<file path="src/rtl/ibex_pkg.sv">
// Shared types for the register-file dump/load controller.
package ibex_pkg;

    // Register-file address ports are always 5 bits; RV32E only narrows the counter.
    localparam int unsigned RF_ADDR_PORT_W = 5;

    typedef enum logic [1:0] {
        RF_DUMP_IDLE = 2'd0,
        RF_DUMP_DUMP = 2'd1,
        RF_DUMP_LOAD = 2'd2,
        RF_DUMP_DONE = 2'd3
    } rf_dump_state_e;

    typedef enum logic {
        RF_MODE_DUMP = 1'b0,
        RF_MODE_LOAD = 1'b1
    } rf_dump_mode_e;

    function automatic int unsigned rf_dump_num_words(input bit rv32e);
        return rv32e ? 32'd16 : 32'd32;
    endfunction

endpackage

</file>
<file path="src/rtl/ibex_rf_dump_ctrl_if.sv">
// Dump and load stream handshakes of the register-file dump controller.
interface ibex_rf_dump_ctrl_if
    import ibex_pkg::*;
#(
    parameter int DataWidth = 32
);
    logic                      dump_valid_o;
    logic                      dump_ready_i;
    logic [RF_ADDR_PORT_W-1:0] dump_addr_o;
    logic [DataWidth-1:0]      dump_data_o;
    logic                      load_valid_i;
    logic                      load_ready_o;
    logic [DataWidth-1:0]      load_data_i;

    // Controller side.
    modport master (
        output dump_valid_o, dump_addr_o, dump_data_o, load_ready_o,
        input  dump_ready_i, load_valid_i, load_data_i
    );

    // Stream consumer / producer side.
    modport slave (
        input  dump_valid_o, dump_addr_o, dump_data_o, load_ready_o,
        output dump_ready_i, load_valid_i, load_data_i
    );
endinterface

</file>
<file path="src/rtl/ibex_rf_dump_ctrl.sv">
// Streams the register file out (dump) or in (load), skipping x0.
module ibex_rf_dump_ctrl
    import ibex_pkg::*;
#(
    parameter bit RV32E     = 1'b0,
    parameter int DataWidth = 32
) (
    input  logic                      clk_i,
    input  logic                      rst_ni,
    input  logic                      start_i,
    input  logic                      mode_i,
    input  logic                      abort_i,
    output logic                      busy_o,
    output logic                      done_o,
    output logic [RF_ADDR_PORT_W-1:0] rf_raddr_o,
    input  logic [DataWidth-1:0]      rf_rdata_i,
    output logic [RF_ADDR_PORT_W-1:0] rf_waddr_o,
    output logic [DataWidth-1:0]      rf_wdata_o,
    output logic                      rf_we_o,
    ibex_rf_dump_ctrl_if.master       stream
);

    localparam int unsigned NUM_WORDS  = rf_dump_num_words(RV32E);
    localparam int unsigned ADDR_WIDTH = RV32E ? 4 : 5;
    localparam logic [ADDR_WIDTH-1:0] LAST_ADDR = ADDR_WIDTH'(NUM_WORDS - 1);

    rf_dump_state_e        state_q;
    logic [ADDR_WIDTH-1:0] cnt_q;
    // Set once the last word is in the output register; the counter then
    // parks at LAST_ADDR instead of wrapping.
    logic                  last_cap_q;
    logic                  dump_valid_q;
    logic [ADDR_WIDTH-1:0] dump_addr_q;
    logic [DataWidth-1:0]  dump_data_q;
    logic                  done_q;

    logic dump_hs, dump_cap, load_hs;

    assign dump_hs  = dump_valid_q & stream.dump_ready_i;
    assign dump_cap = (state_q == RF_DUMP_DUMP) & (~dump_valid_q | stream.dump_ready_i) & ~last_cap_q;
    assign load_hs  = (state_q == RF_DUMP_LOAD) & stream.load_valid_i;

    // Combinational views derived from registered state.
    assign busy_o              = (state_q != RF_DUMP_IDLE);
    assign done_o              = done_q;
    assign rf_raddr_o          = (state_q == RF_DUMP_DUMP) ? RF_ADDR_PORT_W'(cnt_q) : '0;
    assign rf_waddr_o          = RF_ADDR_PORT_W'(cnt_q);
    assign rf_wdata_o          = stream.load_data_i;
    assign rf_we_o             = load_hs;
    assign stream.load_ready_o = (state_q == RF_DUMP_LOAD);
    assign stream.dump_valid_o = dump_valid_q;
    assign stream.dump_addr_o  = RF_ADDR_PORT_W'(dump_addr_q);
    assign stream.dump_data_o  = dump_data_q;

    // FSM, address counter and the one-entry dump output register.
    always_ff @(posedge clk_i or negedge rst_ni) begin
        if (!rst_ni) begin
            state_q      <= RF_DUMP_IDLE;
            cnt_q        <= '0;
            last_cap_q   <= 1'b0;
            dump_valid_q <= 1'b0;
            dump_addr_q  <= '0;
            dump_data_q  <= '0;
            done_q       <= 1'b0;
        end else begin
            done_q <= 1'b0;
            unique case (state_q)
                RF_DUMP_IDLE: begin
                    if (start_i) begin
                        state_q    <= (rf_dump_mode_e'(mode_i) == RF_MODE_LOAD) ? RF_DUMP_LOAD
                                                                              : RF_DUMP_DUMP;
                        cnt_q      <= ADDR_WIDTH'(1);
                        last_cap_q <= 1'b0;
                    end
                end
                RF_DUMP_DUMP: begin
                    if (abort_i) begin
                        state_q      <= RF_DUMP_IDLE;
                        dump_valid_q <= 1'b0;
                    end else begin
                        if (dump_cap) begin
                            dump_data_q  <= rf_rdata_i;
                            dump_addr_q  <= cnt_q;
                            dump_valid_q <= 1'b1;
                            if (cnt_q == LAST_ADDR) begin
                                last_cap_q <= 1'b1;
                            end else begin
                                cnt_q <= cnt_q + ADDR_WIDTH'(1);
                            end
                        end else if (dump_hs) begin
                            dump_valid_q <= 1'b0;
                        end
                        // Word in the register is the last one once last_cap_q is set.
                        if (dump_hs && last_cap_q) begin
                            state_q <= RF_DUMP_DONE;
                            done_q  <= 1'b1;
                        end
                    end
                end
                RF_DUMP_LOAD: begin
                    // The write itself is combinational, so it still lands on an abort cycle.
                    if (load_hs && cnt_q != LAST_ADDR) begin
                        cnt_q <= cnt_q + ADDR_WIDTH'(1);
                    end
                    if (abort_i) begin
                        state_q <= RF_DUMP_IDLE;
                    end else if (load_hs && cnt_q == LAST_ADDR) begin
                        state_q <= RF_DUMP_DONE;
                        done_q  <= 1'b1;
                    end
                end
                RF_DUMP_DONE: begin
                    state_q <= RF_DUMP_IDLE;
                end
                default: state_q <= RF_DUMP_IDLE;
            endcase
        end
    end

endmodule
</file>
<file path="src/flat_wrapper.sv">
// flat-port wrapper written by rule: the top's interface ports become plain ports
module ibex_rf_dump_ctrl_flat import ibex_pkg::*;
#(
    parameter bit RV32E     = 1'b0,
    parameter int DataWidth = 32
)
  (clk_i, rst_ni, start_i, mode_i, abort_i, busy_o, done_o, rf_raddr_o, rf_rdata_i, rf_waddr_o, rf_wdata_o, rf_we_o, stream_dump_valid_o, stream_dump_addr_o, stream_dump_data_o, stream_load_ready_o, stream_dump_ready_i, stream_load_valid_i, stream_load_data_i);
  ibex_rf_dump_ctrl_if #(.DataWidth(DataWidth)) stream_i ();
  input  logic clk_i;
  input  logic rst_ni;
  input  logic start_i;
  input  logic mode_i;
  input  logic abort_i;
  output logic busy_o;
  output logic done_o;
  output logic [RF_ADDR_PORT_W-1:0] rf_raddr_o;
  input  logic [DataWidth-1:0] rf_rdata_i;
  output logic [RF_ADDR_PORT_W-1:0] rf_waddr_o;
  output logic [DataWidth-1:0] rf_wdata_o;
  output logic rf_we_o;
  output wire logic [$bits(stream_i.dump_valid_o)-1:0] stream_dump_valid_o;
  output wire logic [$bits(stream_i.dump_addr_o)-1:0] stream_dump_addr_o;
  output wire logic [$bits(stream_i.dump_data_o)-1:0] stream_dump_data_o;
  output wire logic [$bits(stream_i.load_ready_o)-1:0] stream_load_ready_o;
  input wire logic [$bits(stream_i.dump_ready_i)-1:0] stream_dump_ready_i;
  input wire logic [$bits(stream_i.load_valid_i)-1:0] stream_load_valid_i;
  input wire logic [$bits(stream_i.load_data_i)-1:0] stream_load_data_i;
  assign stream_dump_valid_o = stream_i.dump_valid_o;
  assign stream_dump_addr_o = stream_i.dump_addr_o;
  assign stream_dump_data_o = stream_i.dump_data_o;
  assign stream_load_ready_o = stream_i.load_ready_o;
  assign stream_i.dump_ready_i = stream_dump_ready_i;
  assign stream_i.load_valid_i = stream_load_valid_i;
  assign stream_i.load_data_i = stream_load_data_i;
  ibex_rf_dump_ctrl #(.RV32E(RV32E), .DataWidth(DataWidth)) u_core (.clk_i(clk_i), .rst_ni(rst_ni), .start_i(start_i), .mode_i(mode_i), .abort_i(abort_i), .busy_o(busy_o), .done_o(done_o), .rf_raddr_o(rf_raddr_o), .rf_rdata_i(rf_rdata_i), .rf_waddr_o(rf_waddr_o), .rf_wdata_o(rf_wdata_o), .rf_we_o(rf_we_o), .stream(stream_i));
endmodule
</file>
<file path="config.mk">
export PLATFORM = sky130hd
export DESIGN_NAME = ibex_rf_dump_ctrl_flat
export DESIGN_NICKNAME = d
export VERILOG_FILES = /design/src/rtl/ibex_pkg.sv /design/src/rtl/ibex_rf_dump_ctrl_if.sv /design/src/rtl/ibex_rf_dump_ctrl.sv /design/src/flat_wrapper.sv
export SDC_FILE = /design/constraint.sdc
export NUM_CORES = 1
export LEC_CHECK = 0
export ABC_AREA = 1
export CELL_PAD_IN_SITES_DETAIL_PLACEMENT = 2
export CELL_PAD_IN_SITES_GLOBAL_PLACEMENT = 2
export CORE_MARGIN = 2
export CORE_UTILIZATION = 18
export CTS_CLUSTER_DIAMETER = 40
export DETAILED_ROUTE_END_ITERATION = 6
export GPL_TIMING_DRIVEN = 0
export PLACE_DENSITY = 0.83
export SLEW_MARGIN = 20
export SYNTH_ARGS = -nofsm -noshare
export SYNTH_HDL_FRONTEND = slang
export SYNTH_SLANG_ARGS = --single-unit
</file>
<file path="constraint.sdc">
create_clock -name clk_i -period 1.8 [get_ports clk_i]
set_input_delay 0.27 -clock clk_i [delete_from_list [all_inputs] [get_ports clk_i]]
set_output_delay 0.27 -clock clk_i [all_outputs]
set_load 0.005 [all_outputs]
</file>
==> reports/metrics.csv, run 1 <==
metric;value;unit
status;completed;
final_nets;522;
setup_viol;0;
clock-sinks;47;
max_freq;569;MHz
post_synth.cell_area_avg;7.91;µm²
grt_max_degree;48;
p_leak;0.00208;µW
place_congestion;0.721;
area_growth;75.6;%
grt-ovfl-total;0;
power.internal;3620;µW
port-buffer-count;122;
fin_crit_sh;97.7;%
rr_endpoint;u_core.last_cap_q;
combPwrFrac;50.4;%
grt_usage;12.6;%
worstSetupPathType;flip-flop to output pin;
grt_first_pass_wirelength;14300;µm
synth_nets;378;
clk_pin_slew;0.07;ns
cp_data_arrival_time;1.49;ns
ios;155;
drtIter0Drc;81;
viasPerCell;4.01;
yosysSeqAreaShare;49.4;%
seqCellArea;1180;µm²
p_seq_share;31.8;%
timing.critical_path.buf_inv;2;
h-tree-depth;2;
tightest_slew;0.643;ns
skew;0.00463;ns
swShare;35.2;%
max_stage_delay;0.50;ns
final_cell_mix;145 x nand2_1, 114 x clkdlybuf4s50_1, 46 x buf_4;
initial_core_util;18.2;%
ys_ff_latch;47;
core-area;13100;µm²
cts_tree;built;
cpMaxStageDelayCell;clkdlybuf4s50_1;
crit_fanout;3;
clock_power_share;17.8;%
clock_tree.root_cell;clkbuf_16;
final_common_cell;nand2_1;
diodes;0;
cp_top_family;buffers and inverters;
drc;0;
synth_cell_types;19;
ff2ff_setup_slack;0.10;ns
tns;0;ns
clockBufferDepth;2;
slew_headroom;57.1;%
fill_cells;1470;
wirelength;8990;µm
antenna_left;0;
worstPathRequired;1.53;ns
syn-cell-area;2380;µm²
drive_gt1_share;19.1;%
finalHoldViolCount;0;
clk_latency;0.28;ns
maxCapViolCount;0;
powerDensity;1340;nW/µm²
switching_power;1960;µW
synth_warnings;0;
num_rows;42;
holdBufCountCts;0;
final_period_minus_worst_setup_slack;1.76;ns
dieArea;14200;µm²
start_kind;flip-flop;
ir_worst_vdd;0.425;mV
die_x;119;µm
worstSetupEndpointType;output pin;
vias;2496;
numCtsBuffers;5;
final_util;31.9;%
hold_class;input pin to asynchronous set/reset pin;
dr.pass1.iters;4;
dp_hpwl;6760;µm
dieHeight;119;µm
dpl_worst_slack;-0.242;ns
rr_startpoint;u_core.rf_waddr_o[1];
wire_per_inst;14.4;µm
antenna_found_initial;0;
final_max_slew_viol_count;0;
path_cells;inv_4 > ha_4 > clkdlybuf4s50_1;
multi_input_area;881;µm²
reg2reg_depth;9;
fin_ws;0.0422;ns
first_global_vias;2756;
synth_cells;301;
how the worst max path moves through the flow:
stage	start	end	slack [ns]	cells after the start
4_1_cts	u_core.state_q[0]	rf_raddr_o[2]	0.002	6
6_report	u_core.state_q[0]	stream_load_ready_o	0.04	3
3_5_place_dp	stream_dump_ready_i	u_core.stream.dump_data_o[2]	-0.24	9
2_1_floorplan	u_core.rf_waddr_o[0]	u_core.rf_waddr_o[0]	0.23	11
5_1_grt	u_core.rf_waddr_o[1]	u_core.rf_waddr_o[2]	-0.004	10
3_3_place_gp	rst_ni	u_core.stream.dump_data_o[23]	-1.08	1
cell type report:
cell class                 count  share of cell area, %
inverter                      22                   2.04
multi-input combinational    192                   21.1
clock buffer                   8                   3.74
sequential                    47                   28.2
buffer                        40                   7.25
timing repair buffer         137                   32.4
tap                          176                   5.27
cells by family after synthesis:
group	after synthesis	share of synthesized area, %
buffers and inverters	62	15.7
flip-flops	47	49.4
AO/OA/AOI/OAI	13	2.84
adder cells (fa/ha/maj)	6	3.15
AND/OR/NAND/NOR	173	28.9
flip-flops by register name, summed over array words and instances (netlist names):
register,flops
u_core.done_o,1
u_core.stream.dump_valid_o,1
u_core.rf_waddr_o,5
u_core.state_q,2
u_core.stream.dump_data_o,32
u_core.last_cap_q,1
u_core.stream.dump_addr_o,5
metrics by stage:
stage / std cells / hold slack, ns / total power (µW) / area [µm²]
2_1_floorplan: 301 / -0.0256 / 2780 / 2380
3_3_place_gp: 599 / 0.453 / 4110 / 3820
3_5_place_dp: 599 / 0.343 / 4280 / 3820
4_1_cts: 619 / 0.0332 / 5600 / 4140
5_1_grt: 622 / 0.0621 / 6010 / 4180
6_report: 622 / 0.00776 / 5580 / 4180
synth_stat cells, drive strengths merged:
cell / instances / area [µm²]
nand2: 148 / 558
dfrtp: 47 / 1180
buf: 38 / 283
inv: 22 / 82.6
nand3: 16 / 80.1
o21ai: 8 / 40.0
nor2: 7 / 36.3
ha: 6 / 75.1
a21oi: 4 / 20.0
clkbuf: 2 / 7.51
nand3b: 1 / 7.51
nand4: 1 / 6.26
o211ai: 1 / 7.51
timing repair:
item	4_1_cts	5_1_grt
buffers inserted	11	3
pin swaps	2	4
resized for setup	22	15
cloned	1	0
setup endpoints to repair	50	29
routing by layer:
layer	vias to the layer above	share of wire, %	global-route usage (%)
met4	0	0.43	2.23
met3	4	5.5	2.87
met2	93	54	24.0
met5	-	0	0
met1	1229	40	14.5
li1	1170	-	-
worst register-to-register path, stage by stage, from the launching register on:
cell     delay, ns
dfrtp_2       0.39
ha_2          0.19
nand2_1       0.05
nor2_1        0.14
ha_2          0.24
inv_2         0.05
o21ai_0       0.20
nand3_1       0.15
nand2_1       0.08
o21ai_0       0.07
power groups by stage:
stage | logic (µW) | registers, µW | clock network [µW]
after floorplan | 996 | 1780 | 0
after global placement | 2340 | 1770 | 0
after detailed placement | 2470 | 1810 | 0
after CTS | 2780 | 1790 | 1030
after global routing | 3120 | 1830 | 1060
final | 2810 | 1770 | 994
(Power assumes the default switching activity.)
==> inputs of run 2 (changes only) <==
--- a/config.mk
+++ b/config.mk
@@ -12,8 +12,8 @@
 export CORE_UTILIZATION = 18
 export CTS_CLUSTER_DIAMETER = 40
 export DETAILED_ROUTE_END_ITERATION = 6
-export GPL_TIMING_DRIVEN = 0
 export PLACE_DENSITY = 0.83
+export REMOVE_ABC_BUFFERS = 1
 export SLEW_MARGIN = 20
 export SYNTH_ARGS = -nofsm -noshare
 export SYNTH_HDL_FRONTEND = slang
==> run 2 against run 1 <==
Effect of this change:
- global-route usage grew 0.25 points
- sequential cell count did not move
- power decreased by 6.4%
- clock power is 2% lower
- die area unchanged
- sequential power about the same
- critical endpoint unchanged
- combinational power shrank 12%
- via count decreased by 11%
- non-clock buffer count decreased by 72
- worst setup slack improved by 0.0070 ns
- critical path depth unchanged
==> reports/metrics.csv, run 2 (synthesized netlist as in run 1, its figures left out) <==
metric;value;unit;change
final_cell_mix;146 x nand2_1, 82 x clkdlybuf4s50_1, 46 x dfrtp_1;;
dieArea;14200;µm²;unchanged
max_freq;571;MHz;+0.40%
drc;0;;unchanged
area_growth;49.1;%;
grt_first_pass_wirelength;14300;µm;-0.15%
start_kind;flip-flop;;
cpMaxStageDelayCell;clkdlybuf4s50_1;;
first_global_vias;2480;;-10%
initial_core_util;18.2;%;unchanged
antenna_found_initial;0;;unchanged
viasPerCell;4.03;;+0.45%
cp_data_arrival_time;1.48;ns;about the same
max_stage_delay;0.50;ns;about the same
final_nets;450;;-14%
dpl_worst_slack;-0.0678;ns;+0.174 ns
crit_fanout;3;;unchanged
p_leak;0.00175;µW;-16%
num_rows;42;;unchanged
fin_ws;0.0492;ns;+0.00700 ns
tns;0;ns;unchanged
die_x;119;µm;unchanged
grt_usage;12.9;%;+0.25 points
drtIter0Drc;56;;-31%
cp_top_family;buffers and inverters;;
vias;2217;;-11%
worstPathRequired;1.53;ns;about the same
clk_latency;0.28;ns;about the same
tightest_slew;0.544;ns;-0.0989 ns
place_inst;539;;-10%
ios;155;;unchanged
place_congestion;0.741;;+2.7%
p_total;5220;µW;-6.4%
clk_pin_slew;0.07;ns;about the same
grt_max_degree;37;;-23%
powerDensity;1470;nW/µm²;+10%
final_max_slew_viol_count;0;;unchanged
final_common_cell;nand2_1;;
dieHeight;119;µm;unchanged
grt_setup_unrepaired;yes;;
clock-sinks;47;;unchanged
wire_per_inst;16.3;µm;+13%
clock_tree.root_cell;clkbuf_16;;
ir_worst_vdd;0.423;mV;-0.52%
critical_path.startpoint;u_core.state_q[0];;
diodes;0;;unchanged
drive_gt1_share;10.4;%;-8.6 points
antenna_left;0;;unchanged
status;completed;;
skew;0.00568;ns;+0.00105 ns
hp-start;u_core.stream.dump_addr_o[2];;
finalHoldViolCount;0;;unchanged
placed_area;3330;µm²;-13%
final_cells;550;;-12%
grt-ovfl-total;0;;unchanged
path_cells;inv_2 > ha_4 > clkdlybuf4s50_1;;
wirelength;8960;µm;-0.33%
h-tree-depth;2;;unchanged
timing.critical_path.buf_inv;2;;unchanged
cts_tree;built;;
dr.pass1.iters;4;;unchanged
core-area;13100;µm²;unchanged
numCtsBuffers;5;;unchanged
setup_viol;0;;unchanged
clockBufferDepth;2;;unchanged
final_period_minus_worst_setup_slack;1.75;ns;-0.00700 ns
dp_hpwl;7030;µm;+4.0%
maxCapViolCount;0;;unchanged
slew_headroom;63.7;%;+6.6 points
largest_register_ffs;32;;unchanged
worstSetupPathType;flip-flop to output pin;;
worstSetupEndpointType;output pin;;
port-buffer-count;90;;-26%
hold_class;flip-flop to flip-flop;;
design_area;3550;µm²;-15%
fin_crit_sh;97.3;%;-0.39 points
rr_startpoint;u_core.state_q[1];;
[run 2: cell types whose count changed in the layout (fill, tap and decap cells not counted), sizes merged]
cell,previous run,this run
buf,53,15
bufbuf,1,0
clkbuf,12,7
clkdlybuf4s50,114,82
clkinvlp,0,1
dlygate4sd2,5,7
dlygate4sd3,0,1
[run 2: layout make-up]
cell class / count / area [µm²]
Fill cell: 1497 / 9540
Sequential cell: 47 / 1180
Timing Repair Buffer: 105 / 1040
Inverter: 22 / 82.6
Multi-Input combinational cell: 192 / 868
Tap cell: 176 / 220
Clock buffer: 7 / 153
Clock inverter: 1 / 7.51
[run 2: power breakdown]
part | leakage [µW] | switching [µW] | internal [µW]
combinational | 0.00107 | 1170 | 1310
clock | 0.0000761 | 388 | 591
sequential | 0.000602 | 280 | 1480
total | 0.00175 | 1840 | 3380
[run 2: final timing paths]
path / endpoint / slack [ns] / cells after the start
max: stream_load_ready_o / 0.05 / 3
min: u_core.stream.dump_addr_o[2] / 0.47 / 2
max reg2reg: u_core.stream.dump_data_o[18] / 0.13 / 11
min reg2reg: u_core.stream.dump_addr_o[2] / 0.47 / 2
max in group asynchronous: u_core.stream.dump_data_o[3] / 0.72 / 3
min in group asynchronous: u_core.stream.dump_data_o[31] / 0.54 / 2
[run 2: repair_timing]
action / CTS / global route
pin swaps: 1 / 2
buffers inserted: 2 / 0
setup endpoints to repair: 37 / 8
resized for setup: 15 / 5
hold buffers: 1 / 0
hold endpoints to repair: 16 / 0
cloned: 0 / 0
[run 2: stage by stage]
stage | utilization, % | hold slack, ns
global placement | 25.5 | 0.280
floorplan | - | -0.0256
CTS | 27.1 | 0.482
finish | 27.1 | 0.473
detailed placement | 25.5 | 0.305
global route | 27.1 | 0.503
[run 2: metal layers]
| layer | GRT usage (%) | part of all wire, % |
|---|---|---|
| met4 | 2.60 | 0.32 |
| met5 | 3.31 | 0 |
| met3 | 6.42 | 10 |
| met2 | 20.6 | 47 |
| met1 | 15.4 | 42 |
[run 2: worst register-to-register path, delay by kind of cell (launching register included)]
family / cells / cell delay (ns)
buf+inv: 5 / 0.53
simple gates: 5 / 0.49
flops: 1 / 0.39
fa+ha+maj: 1 / 0.14
==> inputs of run 3 (changes only) <==
--- a/config.mk
+++ b/config.mk
@@ -9,9 +9,10 @@
 export CELL_PAD_IN_SITES_DETAIL_PLACEMENT = 2
 export CELL_PAD_IN_SITES_GLOBAL_PLACEMENT = 2
 export CORE_MARGIN = 2
-export CORE_UTILIZATION = 18
+export CORE_UTILIZATION = 32
 export CTS_CLUSTER_DIAMETER = 40
 export DETAILED_ROUTE_END_ITERATION = 6
+export DONT_BUFFER_PORTS = 1
 export PLACE_DENSITY = 0.83
 export REMOVE_ABC_BUFFERS = 1
 export SLEW_MARGIN = 20
==> run 3 against run 2 <==
Effect of this change:
- combinational power shrank 45%
- first-iteration DRC count shrank 43%
- sequential share of layout area grew 15 points
==> reports/metrics.csv, run 3 (synthesized netlist as in run 1, its figures left out) <==
metric;value;unit;change
status;completed;;
area_growth;3.00;%;
clock_tree.root_cell;clkbuf_8;;
tightest_slew;0.388;ns;-0.157 ns
dr_wl_met2;3330;µm;-21%
port-buffer-count;0;;-100%
crit_fanout;36;;+33
hp-start;rf_rdata_i[7];;
final_cell_mix;146 x nand2_1, 47 x dfrtp_1, 18 x inv_1;;
die_x;90.2;µm;-24%
final_period_minus_worst_setup_slack;1.63;ns;-0.116 ns
clock-sinks;47;;unchanged
grt_max_degree;48;;+30%
grt_first_pass_wirelength;11900;µm;-17%
path_cells;inv_2 > ha_2 > inv_2 > nor2_2 > nand2_2 > nor2_4 > buf_6 > nand2_1 > nand2_1;;
num_rows;31;;-26%
hold_class;input pin to flip-flop;;
numCtsBuffers;5;;unchanged
critical_path.startpoint;u_core.state_q[1];;
rr_startpoint;u_core.state_q[1];;
vias;1864;;-16%
cpMaxStageDelayCell;dfrtp_1;;
diodes;0;;unchanged
drc;0;;unchanged
clockBufferDepth;2;;unchanged
worstSetupPathType;flip-flop to flip-flop;;
maxCapViolCount;0;;unchanged
drtIter0Drc;32;;-43%
clk_latency;0.29;ns;about the same
fin_crit_sh;90.8;%;-6.5 points
slew_headroom;74.1;%;+10 points
wire_per_inst;20.3;µm;+25%
antenna_left;0;;unchanged
top_layer;met5;;
final_nets;353;;-22%
final_common_cell;nand2_1;;
cts_tree;built;;
clk_pin_slew;0.09;ns;+0.02 ns
antenna_found_initial;0;;unchanged
h-tree-depth;2;;unchanged
placed_area;2260;µm²;-32%
place_congestion;0.771;;+4.1%
initial_core_util;33.0;%;+15 points
wirelength;7630;µm;-15%
setup_viol;0;;unchanged
ir_worst_vdd;0.442;mV;+4.5%
drt-met1-wl;3020;µm;-21%
worstPathRequired;2.03;ns;+0.50 ns
core-area;7210;µm²;-45%
grt_usage;19.0;%;+6.1 points
start_kind;flip-flop;;
rr_endpoint;u_core.stream.dump_data_o[31];;
viasPerCell;4.96;;+23%
powerDensity;1680;nW/µm²;+14%
dieArea;8140;µm²;-42%
cts_setup_buffers;0;;-2
max_freq;612;MHz;+7.1%
final_max_slew_viol_count;0;;unchanged
design_area;2450;µm²;-31%
dieHeight;90.2;µm;-24%
largest_register_ffs;32;;unchanged
cp-endpoint;u_core.stream.dump_data_o[31];;
p_leak;0.00134;µW;-23%
drive_gt1_share;9.39;%;-1.0 points
max_stage_delay;0.42;ns;-0.08 ns
skew;0.00592;ns;+0.000235 ns
tns;0;ns;unchanged
dp_hpwl;5720;µm;-19%
dr.pass1.iters;4;;unchanged
cp_data_arrival_time;1.86;ns;+0.38 ns
first_global_vias;2007;;-19%
reg2reg_depth;9;;-2
worstSetupEndpointType;flip-flop;;
ff2ff_setup_slack;0.17;ns;+0.04 ns
grt-ovfl-total;0;;unchanged
whs;0.0895;ns;-0.383 ns
finalHoldViolCount;0;;unchanged
ios;155;;unchanged
wl_met3;1150;µm;+24%
run 3: cell types whose count changed in the layout (fill, tap and decap cells not counted), sizes merged:
cell	delta
clkdlybuf4s50	-82
buf	-8
dlygate4sd2	-7
bufinv	+2
clkbuf	-1
clkinvlp	-1
run 3: routing by layer:
layer / GRT usage [%] / vias up
li1: - / 830
met1: 21.4 / 912
met2: 28.1 / 113
met3: 14.0 / 7
met4: 4.23 / 2
met5: 8.33 / -
run 3: worst min path at each step:
stage	cells past startpoint	end	slack [ns]
6_report	2	u_core.stream.dump_data_o[7]	0.09
5_1_grt	2	u_core.stream.dump_data_o[8]	0.07
4_1_cts	2	u_core.stream.dump_data_o[7]	0.08
3_5_place_dp	0	u_core.stream.dump_data_o[28]	-0.02
3_3_place_gp	0	u_core.stream.dump_data_o[28]	-0.02
2_1_floorplan	0	u_core.done_o	-0.03
run 3: area by class of cell:
cell class                 count  area (µm²)
clock inverter                 2        60.1
multi-input combinational    192         843
clock buffer                   6        72.6
timing repair buffer           8        90.1
sequential                    47        1180
fill                         865        4760
inverter                      22        85.1
tap                           99         124
run 3: worst max-delay path: cells and delay by family (launching register included):
kind	cells	cell delay, ns
simple gates	5	0.53
flops	1	0.42
buf+inv	3	0.41
fa+ha+maj	1	0.19
run 3: stage by stage:
| step | worst slack (ns) | power [µW] | cells | utilization, % |
|---|---|---|---|---|
| floorplan | -0.338 | 2670 | 261 | - |
| global placement | 0.117 | 3080 | 366 | 31.3 |
| detailed placement | 0.0426 | 3210 | 366 | 31.3 |
| CTS | 0.0268 | 4170 | 376 | 33.7 |
| global route | -0.0287 | 4510 | 376 | 34.0 |
| finish | 0.166 | 4110 | 376 | 34.0 |
run 3: power breakdown:
group | total [µW] | internal, µW | switching (µW)
sequential | 1840 | 1480 | 366
combinational | 1360 | 469 | 888
clock | 909 | 555 | 354
total | 4110 | 2500 | 1610
run 3: repair_timing:
action                                  4_1_cts  5_1_grt
endpoints found under the setup margin        0       44
hold buffers                                  2        0
hold endpoints to repair                     47        0
resized for setup                             0       11
